--- config.mk ---
export PLATFORM = sky130hd
export DESIGN_NAME = mips_multicycle_controller_flat
export DESIGN_NICKNAME = d
export VERILOG_FILES = /design/src/rtl/mips_multicycle_controller_pkg.sv /design/src/rtl/mips_multicycle_controller_if.sv /design/src/rtl/mips_multicycle_controller.sv /design/src/flat_wrapper.sv
export SDC_FILE = /design/constraint.sdc
export NUM_CORES = 1
export LEC_CHECK = 0
export CORE_AREA = 2 2 39 41
export CTS_CLUSTER_SIZE = 12
export DETAILED_ROUTE_END_ITERATION = 12
export DIE_AREA = 0 0 41 43
export PLACE_DENSITY = 0.73
export SYNTH_ARGS = -nofsm -noshare
export SYNTH_HDL_FRONTEND = slang
export SYNTH_SLANG_ARGS = --single-unit
export TNS_END_PERCENT = 20
--- constraint.sdc ---
create_clock -name CLK -period 1.4 [get_ports CLK]
set_input_delay 0.28 -clock CLK [delete_from_list [all_inputs] [get_ports CLK]]
set_output_delay 0.28 -clock CLK [all_outputs]
set_load 0.01 [all_outputs]
--- src/rtl/mips_multicycle_controller_pkg.sv ---
// Shared encodings for the multicycle MIPS main controller: states, opcodes,
// ALU-control codes, PC-source and ALU-B-source selects.
package mips_multicycle_controller_pkg;

   typedef enum logic [3:0] {
      S_FETCH      = 4'd0,
      S_DECODE     = 4'd1,
      S_MEM_ADDR   = 4'd2,
      S_MEM_READ   = 4'd3,
      S_MEM_WB     = 4'd4,
      S_MEM_WRITE  = 4'd5,
      S_EXECUTE    = 4'd6,
      S_R_COMPLETE = 4'd7,
      S_BRANCH     = 4'd8,
      S_JUMP       = 4'd9
   } state_t;

   localparam logic [5:0] OP_RTYPE = 6'd0;
   localparam logic [5:0] OP_LW    = 6'd35;
   localparam logic [5:0] OP_SW    = 6'd43;
   localparam logic [5:0] OP_BEQ   = 6'd4;
   localparam logic [5:0] OP_J     = 6'd2;

   localparam logic [1:0] ALU_ADD   = 2'b00;
   localparam logic [1:0] ALU_SUB   = 2'b01;
   localparam logic [1:0] ALU_FUNCT = 2'b10;

   localparam logic [1:0] PCSRC_ALU    = 2'b00;
   localparam logic [1:0] PCSRC_ALUOUT = 2'b01;
   localparam logic [1:0] PCSRC_JUMP   = 2'b10;

   localparam logic [1:0] SRCB_REG    = 2'b00;
   localparam logic [1:0] SRCB_FOUR   = 2'b01;
   localparam logic [1:0] SRCB_IMM    = 2'b10;
   localparam logic [1:0] SRCB_IMM_SH = 2'b11;

endpackage

--- src/rtl/mips_multicycle_controller_if.sv ---
// Control bundle between the main controller and the multicycle datapath.
// The controller (master) reads the opcode and drives every control line.
interface mips_multicycle_controller_if;
   logic [5:0] OPCODE;
   logic       PCWriteCond;
   logic       PCWrite;
   logic       IorD;
   logic       R_wbar;
   logic       MemToReg;
   logic       IRWrite;
   logic [1:0] PCSrc;
   logic [1:0] AluOp;
   logic       AluSrcA;
   logic [1:0] AluSrcB;
   logic       RegWrite;
   logic       RegDst;

   modport master (
      input  OPCODE,
      output PCWriteCond, PCWrite, IorD, R_wbar, MemToReg, IRWrite,
             PCSrc, AluOp, AluSrcA, AluSrcB, RegWrite, RegDst
   );

   modport slave (
      output OPCODE,
      input  PCWriteCond, PCWrite, IorD, R_wbar, MemToReg, IRWrite,
             PCSrc, AluOp, AluSrcA, AluSrcB, RegWrite, RegDst
   );
endinterface

--- src/rtl/mips_multicycle_controller.sv ---
// Main control FSM of the multicycle MIPS datapath (Moore machine).
//
//   state        | meaning
//   -------------+----------------------------------------------
//   FETCH        | read instruction at PC, load IR, PC <= PC + 4
//   DECODE       | read registers, precompute branch target
//   MEM_ADDR     | ALUOut <= A + sign-extended offset
//   MEM_READ     | read data memory at ALUOut into MDR
//   MEM_WB       | write MDR to rt
//   MEM_WRITE    | write B to data memory at ALUOut
//   EXECUTE      | R-type ALU operation on A, B
//   R_COMPLETE   | write ALUOut to rd
//   BRANCH       | compare A, B; PC <= target when equal
//   JUMP         | PC <= {PC[31:28], IR[25:0], 00}
//
// Encodings 10-15 are unreachable; if ever entered they fall back to FETCH
// with all outputs at their idle values.
module mips_multicycle_controller
   import mips_multicycle_controller_pkg::*;
(
   input  logic CLK,
   input  logic RESET,
   mips_multicycle_controller_if.master ctl
);

   // Power-up value lets the FSM run in simulation without a reset pulse.
   state_t state = S_FETCH;

   // State register with synchronous reset taking priority over every transition.
   always_ff @(posedge CLK) begin
      if (RESET) begin
         state <= S_FETCH;
      end else begin
         case (state)
            S_FETCH:  state <= S_DECODE;
            S_DECODE: begin
               case (ctl.OPCODE)
                  OP_LW, OP_SW: state <= S_MEM_ADDR;
                  OP_RTYPE:     state <= S_EXECUTE;
                  OP_BEQ:       state <= S_BRANCH;
                  OP_J:         state <= S_JUMP;
                  default:      state <= S_FETCH;
               endcase
            end
            S_MEM_ADDR: begin
               if (ctl.OPCODE == OP_LW)      state <= S_MEM_READ;
               else if (ctl.OPCODE == OP_SW) state <= S_MEM_WRITE;
               else                          state <= S_FETCH;
            end
            S_MEM_READ:   state <= S_MEM_WB;
            S_MEM_WB:     state <= S_FETCH;
            S_MEM_WRITE:  state <= S_FETCH;
            S_EXECUTE:    state <= S_R_COMPLETE;
            S_R_COMPLETE: state <= S_FETCH;
            S_BRANCH:     state <= S_FETCH;
            S_JUMP:       state <= S_FETCH;
            default:      state <= S_FETCH;
         endcase
      end
   end

   // Output decode from the state register only; R_wbar idles high so memory
   // is never written outside MEM_WRITE.
   always_comb begin
      ctl.PCWriteCond = 1'b0;
      ctl.PCWrite     = 1'b0;
      ctl.IorD        = 1'b0;
      ctl.R_wbar      = 1'b1;
      ctl.MemToReg    = 1'b0;
      ctl.IRWrite     = 1'b0;
      ctl.PCSrc       = PCSRC_ALU;
      ctl.AluOp       = ALU_ADD;
      ctl.AluSrcA     = 1'b0;
      ctl.AluSrcB     = SRCB_REG;
      ctl.RegWrite    = 1'b0;
      ctl.RegDst      = 1'b0;
      case (state)
         S_FETCH: begin
            ctl.IRWrite = 1'b1;
            ctl.AluSrcB = SRCB_FOUR;
            ctl.PCWrite = 1'b1;
         end
         S_DECODE: begin
            ctl.AluSrcB = SRCB_IMM_SH;
         end
         S_MEM_ADDR: begin
            ctl.AluSrcA = 1'b1;
            ctl.AluSrcB = SRCB_IMM;
         end
         S_MEM_READ: begin
            ctl.IorD = 1'b1;
         end
         S_MEM_WB: begin
            ctl.RegWrite = 1'b1;
            ctl.MemToReg = 1'b1;
         end
         S_MEM_WRITE: begin
            ctl.R_wbar = 1'b0;
            ctl.IorD   = 1'b1;
         end
         S_EXECUTE: begin
            ctl.AluSrcA = 1'b1;
            ctl.AluOp   = ALU_FUNCT;
         end
         S_R_COMPLETE: begin
            ctl.RegWrite = 1'b1;
            ctl.RegDst   = 1'b1;
         end
         S_BRANCH: begin
            ctl.AluSrcA     = 1'b1;
            ctl.AluOp       = ALU_SUB;
            ctl.PCWriteCond = 1'b1;
            ctl.PCSrc       = PCSRC_ALUOUT;
         end
         S_JUMP: begin
            ctl.PCWrite = 1'b1;
            ctl.PCSrc   = PCSRC_JUMP;
         end
         default: begin
         end
      endcase
   end

endmodule

--- src/flat_wrapper.sv ---
// flat-port wrapper written by rule: the top's interface ports become plain ports
module mips_multicycle_controller_flat import mips_multicycle_controller_pkg::*;
  (CLK, RESET, ctl_OPCODE, ctl_PCWriteCond, ctl_PCWrite, ctl_IorD, ctl_R_wbar, ctl_MemToReg, ctl_IRWrite, ctl_PCSrc, ctl_AluOp, ctl_AluSrcA, ctl_AluSrcB, ctl_RegWrite, ctl_RegDst);
  mips_multicycle_controller_if ctl_i ();
  input  logic CLK;
  input  logic RESET;
  input wire logic [$bits(ctl_i.OPCODE)-1:0] ctl_OPCODE;
  output wire logic [$bits(ctl_i.PCWriteCond)-1:0] ctl_PCWriteCond;
  output wire logic [$bits(ctl_i.PCWrite)-1:0] ctl_PCWrite;
  output wire logic [$bits(ctl_i.IorD)-1:0] ctl_IorD;
  output wire logic [$bits(ctl_i.R_wbar)-1:0] ctl_R_wbar;
  output wire logic [$bits(ctl_i.MemToReg)-1:0] ctl_MemToReg;
  output wire logic [$bits(ctl_i.IRWrite)-1:0] ctl_IRWrite;
  output wire logic [$bits(ctl_i.PCSrc)-1:0] ctl_PCSrc;
  output wire logic [$bits(ctl_i.AluOp)-1:0] ctl_AluOp;
  output wire logic [$bits(ctl_i.AluSrcA)-1:0] ctl_AluSrcA;
  output wire logic [$bits(ctl_i.AluSrcB)-1:0] ctl_AluSrcB;
  output wire logic [$bits(ctl_i.RegWrite)-1:0] ctl_RegWrite;
  output wire logic [$bits(ctl_i.RegDst)-1:0] ctl_RegDst;
  assign ctl_i.OPCODE = ctl_OPCODE;
  assign ctl_PCWriteCond = ctl_i.PCWriteCond;
  assign ctl_PCWrite = ctl_i.PCWrite;
  assign ctl_IorD = ctl_i.IorD;
  assign ctl_R_wbar = ctl_i.R_wbar;
  assign ctl_MemToReg = ctl_i.MemToReg;
  assign ctl_IRWrite = ctl_i.IRWrite;
  assign ctl_PCSrc = ctl_i.PCSrc;
  assign ctl_AluOp = ctl_i.AluOp;
  assign ctl_AluSrcA = ctl_i.AluSrcA;
  assign ctl_AluSrcB = ctl_i.AluSrcB;
  assign ctl_RegWrite = ctl_i.RegWrite;
  assign ctl_RegDst = ctl_i.RegDst;
  mips_multicycle_controller u_core (.CLK(CLK), .RESET(RESET), .ctl(ctl_i));
endmodule
Word level (Yosys, flattened, before mapping):

Cells that the tools add are included.

* register bits after elaboration: 4
* word-level logic and storage cells: 37
* input bits: 8

* eq/ne operators: 13
* muxes and demuxes: 16
* reduce and logical (&&, ||, !) cells: 7

Operators with widths (count)
* $pmux 4 s5: 1
* $eq 4x3->1 const B: 4
* $pmux 4 s4: 1
* $eq 6x6->1 const B: 2
* $mux 1: 9
* $eq 4x2->1 const B: 2
* $eq 4x4->1 const B: 2
* $pmux 2 s2: 2
* $reduce_or 2->1: 4
* $eq 6x2->1 const B: 1
* $eq 6x3->1 const B: 1
* $logic_not 6->1: 1
* $pmux 2 s3: 1
* $eq 4x1->1 const B: 1
* $logic_not 4->1: 1
* $mux 4: 1
* $mux 3: 1
* $reduce_or 3->1: 1

Logic depth before layout (Yosys ltp):

* depth after elaboration: 4
* depth in mapped cells: 5
* gate-level depth less buffers: 4

Worst setup path before layout:

Ideal clock, no wire load.

* kind: register -> output
* from: reg u_core.state[1]
* to: out ctl_AluOp[0]
* setup slack: 0.002 ns
* arrival time: 1.118 ns
* buffers on the path: 2
* data required time: 1.120 ns
* cell stages (with the launch flop): 5
* path through: dfxtp_1 -> buf_2 -> or2_1 -> nor2_1 -> buf_4

* cells in the longest elaborated chain, start to end: 2
* elaborated cells between the ends (all ways): 3
* classes of those cells: eq/ne (2); mux (1)

Ends and longest elaborated chain
* start, declared: line mips_multicycle_controller.sv:27 `state_t state = S_FETCH;`
* start signal, assigned: line mips_multicycle_controller.sv:32 `state <= S_FETCH;`
* start signal, assigned: line mips_multicycle_controller.sv:35 `S_FETCH: state <= S_DECODE;`
* start signal, assigned: line mips_multicycle_controller.sv:38 `OP_LW, OP_SW: state <= S_MEM_ADDR;`
* $eq 4x4->1 or $eq 4x3->1 (tied branches): line mips_multicycle_controller.sv:77 `case (state)`
* $pmux 2 s2 *: line mips_multicycle_controller.sv:77
* end, declared: line flat_wrapper.sv:15 `output wire logic [$bits(ctl_i.AluOp)-1:0] ctl_AluOp;`

Mark *: on every way between the ends. The rest lies on a longest branch, timed or not.

Worst setup path after layout:

* from: reg u_core.state[2]
* to: out ctl_RegWrite

* cells in the longest elaborated chain, start to end: 3
* elaborated cells between the ends (all ways): 4
* classes of those cells: eq/ne (2); mux (1); reduce/logical (1)

Ends and longest elaborated chain
* $eq 4x3->1: line mips_multicycle_controller.sv:77
* $reduce_or 2->1 (no line) *
* $mux 1 *: line mips_multicycle_controller.sv:77
* end, declared: line flat_wrapper.sv:18 `output wire logic [$bits(ctl_i.RegWrite)-1:0] ctl_RegWrite;`

Marked as above.

==> impl_metrics.py <==
metrics = {
    "outcome": {
        "status": "complete, but fails checks",
        "violations": "negative setup slack",
    },
    "setup_path": {
        "cp_max_fo": 4,
        "critPathCaptureType": "output port",
        "start_kind": "flip-flop",
        "setup.worst_path.class": "reg -> out",
        "critical_path_arrival_ps": 1190,
        "crit_required_ps": 1120,
    },
    "sta": {
        "fmax_mhz": 680,
        "setup_violations": 4,
        "fin_crit_ps": 1470,
        "rsz0062_at_grt": "yes",
        "timing.final.crit_share_pct": 105,
        "drv_slew": 0,
        "fin_skew_ps": 4.34,
        "finalHoldViolCount": 0,
        "postLayoutSetupSlackWorst_ps": -70.4,
        "slew-limit-headroom_pct": 76.9,
        "tightestPinTransition_ps": 338,
    },
    "routing": {
        "via_count": 514,
        "first_pass_iters": 4,
        "drt_wl_total_um": 1090,
        "drt-initial-drc-count": 1,
        "wl_per_cell_um": 10.1,
        "avgViaCountPerCell": 4.76,
        "ant_nets": 0,
        "drc": 0,
    },
    "die": {
        "rows": 14,
        "die-area_um2": 1760,
        "design.core.area_um2": 1380,
        "die_h_um": 43,
        "start_util_pct": 27.2,
        "ios": 23,
        "dieWidth_um": 41,
    },
    "clocking": {
        "clock-sinks": 4,
        "insertion_delay_ps": 240,
        "numCtsBuffers": 3,
        "tritoncts": "done",
        "clk_pin_slew_ps": 40,
        "ctsRootBufferMaster": "clkbuf_4",
        "clockBufferDepth": 2,
        "htree_levels": 1,
    },
    "flow_run": {
        "drv_cap": 0,
    },
    "pwr": {
        "p_leak_nw": 0.363,
        "ir_drop_mv": 0.277,
        "p_total_w": 0.000366,
        "power_density_nw_per_um2": 494,
    },
    "global_route": {
        "grt_max_degree": 10,
        "grt_overflow": 0,
        "grt_pass1_vias": 452,
        "grt_pass1_wl_um": 1680,
        "antenna_found_initial": 0,
        "grt_usage_pct": 14.0,
    },
    "yosys": {
        "yosysSeqAreaShare_pct": 21.3,
        "yosys_warnings": 0,
        "synth_xor_area_share_pct": 4.65,
        "synth_area_um2": 377,
        "syn-num-nets": 61,
        "yosysUniqueCellTypes": 27,
        "ys_async_sr_fraction_pct": 0,
        "synth_fa_ha_area_share_pct": 0,
        "synth_compound_area_share_pct": 17.9,
        "synth.largest_area_cell": "dfxtp_1",
        "synth_edf_count": 0,
        "synth_ff_type": "dfxtp_1",
        "avgSynthCellArea_um2": 7.11,
        "syn_inst": 53,
        "synth_top_family_by_area": "simple AND/OR/NAND/NOR gates",
        "yosys.area.top_type_share_pct": 21.3,
        "ys_seq_elements": 4,
        "synth_mux_area_share_pct": 2.66,
        "netlist_top_cells_area": "dfxtp_1 (21%), nor2_1 (8.0%), nand2b_1 (5.0%), nor2b_1 (5.0%), or2_1 (5.0%)",
        "yosys.area_share.simple_pct": 45.2,
    },
    "final_layout": {
        "drive_above_1_share_pct": 53.3,
        "syn2layout_area_growth_pct": 96.7,
        "fin_cells": 108,
        "regMostFlops": "u_core.state",
        "nNetsFinal": 102,
        "antenna_cells": 0,
        "top_regs": "u_core.state: 4 flops",
        "largest_reg_flops": 4,
    },
    "placed_design": {
        "dp.cells": 105,
        "routabilityCongestion": 0.892,
        "place_hpwl_um": 868,
        "portBuffers": 22,
    },
    "worst_hold_path": {
        "hold_class": "in -> reg",
    },
}
## cells in the final DEF (no fill, tap or decap), drive strengths merged
master          n
nand3b          1
a22o            1
o22ai           1
dfxtp           4
nor3b           2
a2111oi         1
or2             3
or3             2
nand2           1
a41oi           1
dlygate4sd2     1
clkbuf          4
o21ai           2
nor3            2
and3            3
nand2b          3
mux2i           1
buf            32
nor2            8
o21a            2
a21oi           2
inv             2
clkdlybuf4s50   4
dlymetal6s2s    2
xnor2           2
nor4            1
nand3           1
nor2b           3
## power by group
part,internal [W],total (W),switching (W)
clock,0.0000960,0.000145,0.0000487
sequential,0.000114,0.000117,0.00000235
combinational,0.0000628,0.000104,0.0000414
total,0.000273,0.000366,0.0000925
## layout make-up
| type | count | area, um^2 |
|---|---|---|
| timing repair buffer | 40 | 295 |
| multi-input combinational | 43 | 305 |
| sequential | 4 | 90.1 |
| fill | 145 | 643 |
| clock buffer | 3 | 22.5 |
| inverter | 2 | 7.51 |
| tap | 16 | 20.0 |
## worst paths after layout
| check | from | to | slack, ps | depth (start not counted) |
|---|---|---|---|---|
| min reg2reg | u_core.state[2] | u_core.state[0] | 720 | 3 |
| max | u_core.state[2] | ctl_RegWrite | -70 | 4 |
| max reg2reg | u_core.state[1] | u_core.state[0] | 150 | 4 |
| min | ctl_OPCODE[4] | u_core.state[3] | 380 | 3 |
## worst max-delay path, stage by stage (launching register included)
cell     delay (ps)
dfxtp_2         320
nor2b_4         130
and3_4          170
or2_1           190
buf_2           130
## cell usage after synthesis, types with 2 or more instances
cell / number
nor3b_1: 2
o21a_1: 2
o21ai_1: 2
nor2_1: 8
inv_1: 2
or3_1: 2
or2_1: 3
nand2b_1: 3
and3_1: 2
buf_4: 2
nor3_1: 2
xnor2_1: 2
a21oi_1: 2
dfxtp_1: 4
nor2b_1: 3
## through the flow
step	area [um^2]	TNS, ps	util, %	hold slack [ps]	setup slack (ps)
5_1_grt	741	-515	53.5	401	-118
4_1_cts	734	-287	53.1	513	-91.7
3_5_place_dp	728	-3580	52.6	718	-297
6_report	741	-174	53.5	379	-70.4
3_3_place_gp	728	-3310	52.6	703	-292
2_1_floorplan	377	0	-	356	1.94
## cell families (layout without fill, tap and decap cells)
logic type	count (synthesis)	count (layout)
XOR/XNOR	2	2
multiplexers	1	1
buffers and inverters	6	45
AND/OR/NAND/NOR	30	30
flip-flops	4	4
AO/OA/AOI/OAI	10	10
## metal layers
| layer | global-route usage (%) | part of all wire, % | vias to the layer above | wire length, um |
|---|---|---|---|---|
| met5 | 0 | 0 | - | 0 |
| li1 | - | - | 266 | - |
| met1 | 14.8 | 40 | 226 | 436 |
| met3 | 1.57 | 7.5 | 2 | 82 |
| met4 | 8.00 | 2.1 | 0 | 23 |
| met2 | 24.4 | 50 | 20 | 546 |
## what timing repair did
action / 4_1_cts / 5_1_grt
buffers inserted: 0 / 0
endpoints found under the setup margin: 17 / 12
hold buffers: 0 / 0
resized for setup: 73 / 8
pin swaps: 2 / 0
Note: power is estimated with default switching activity, not from simulation.
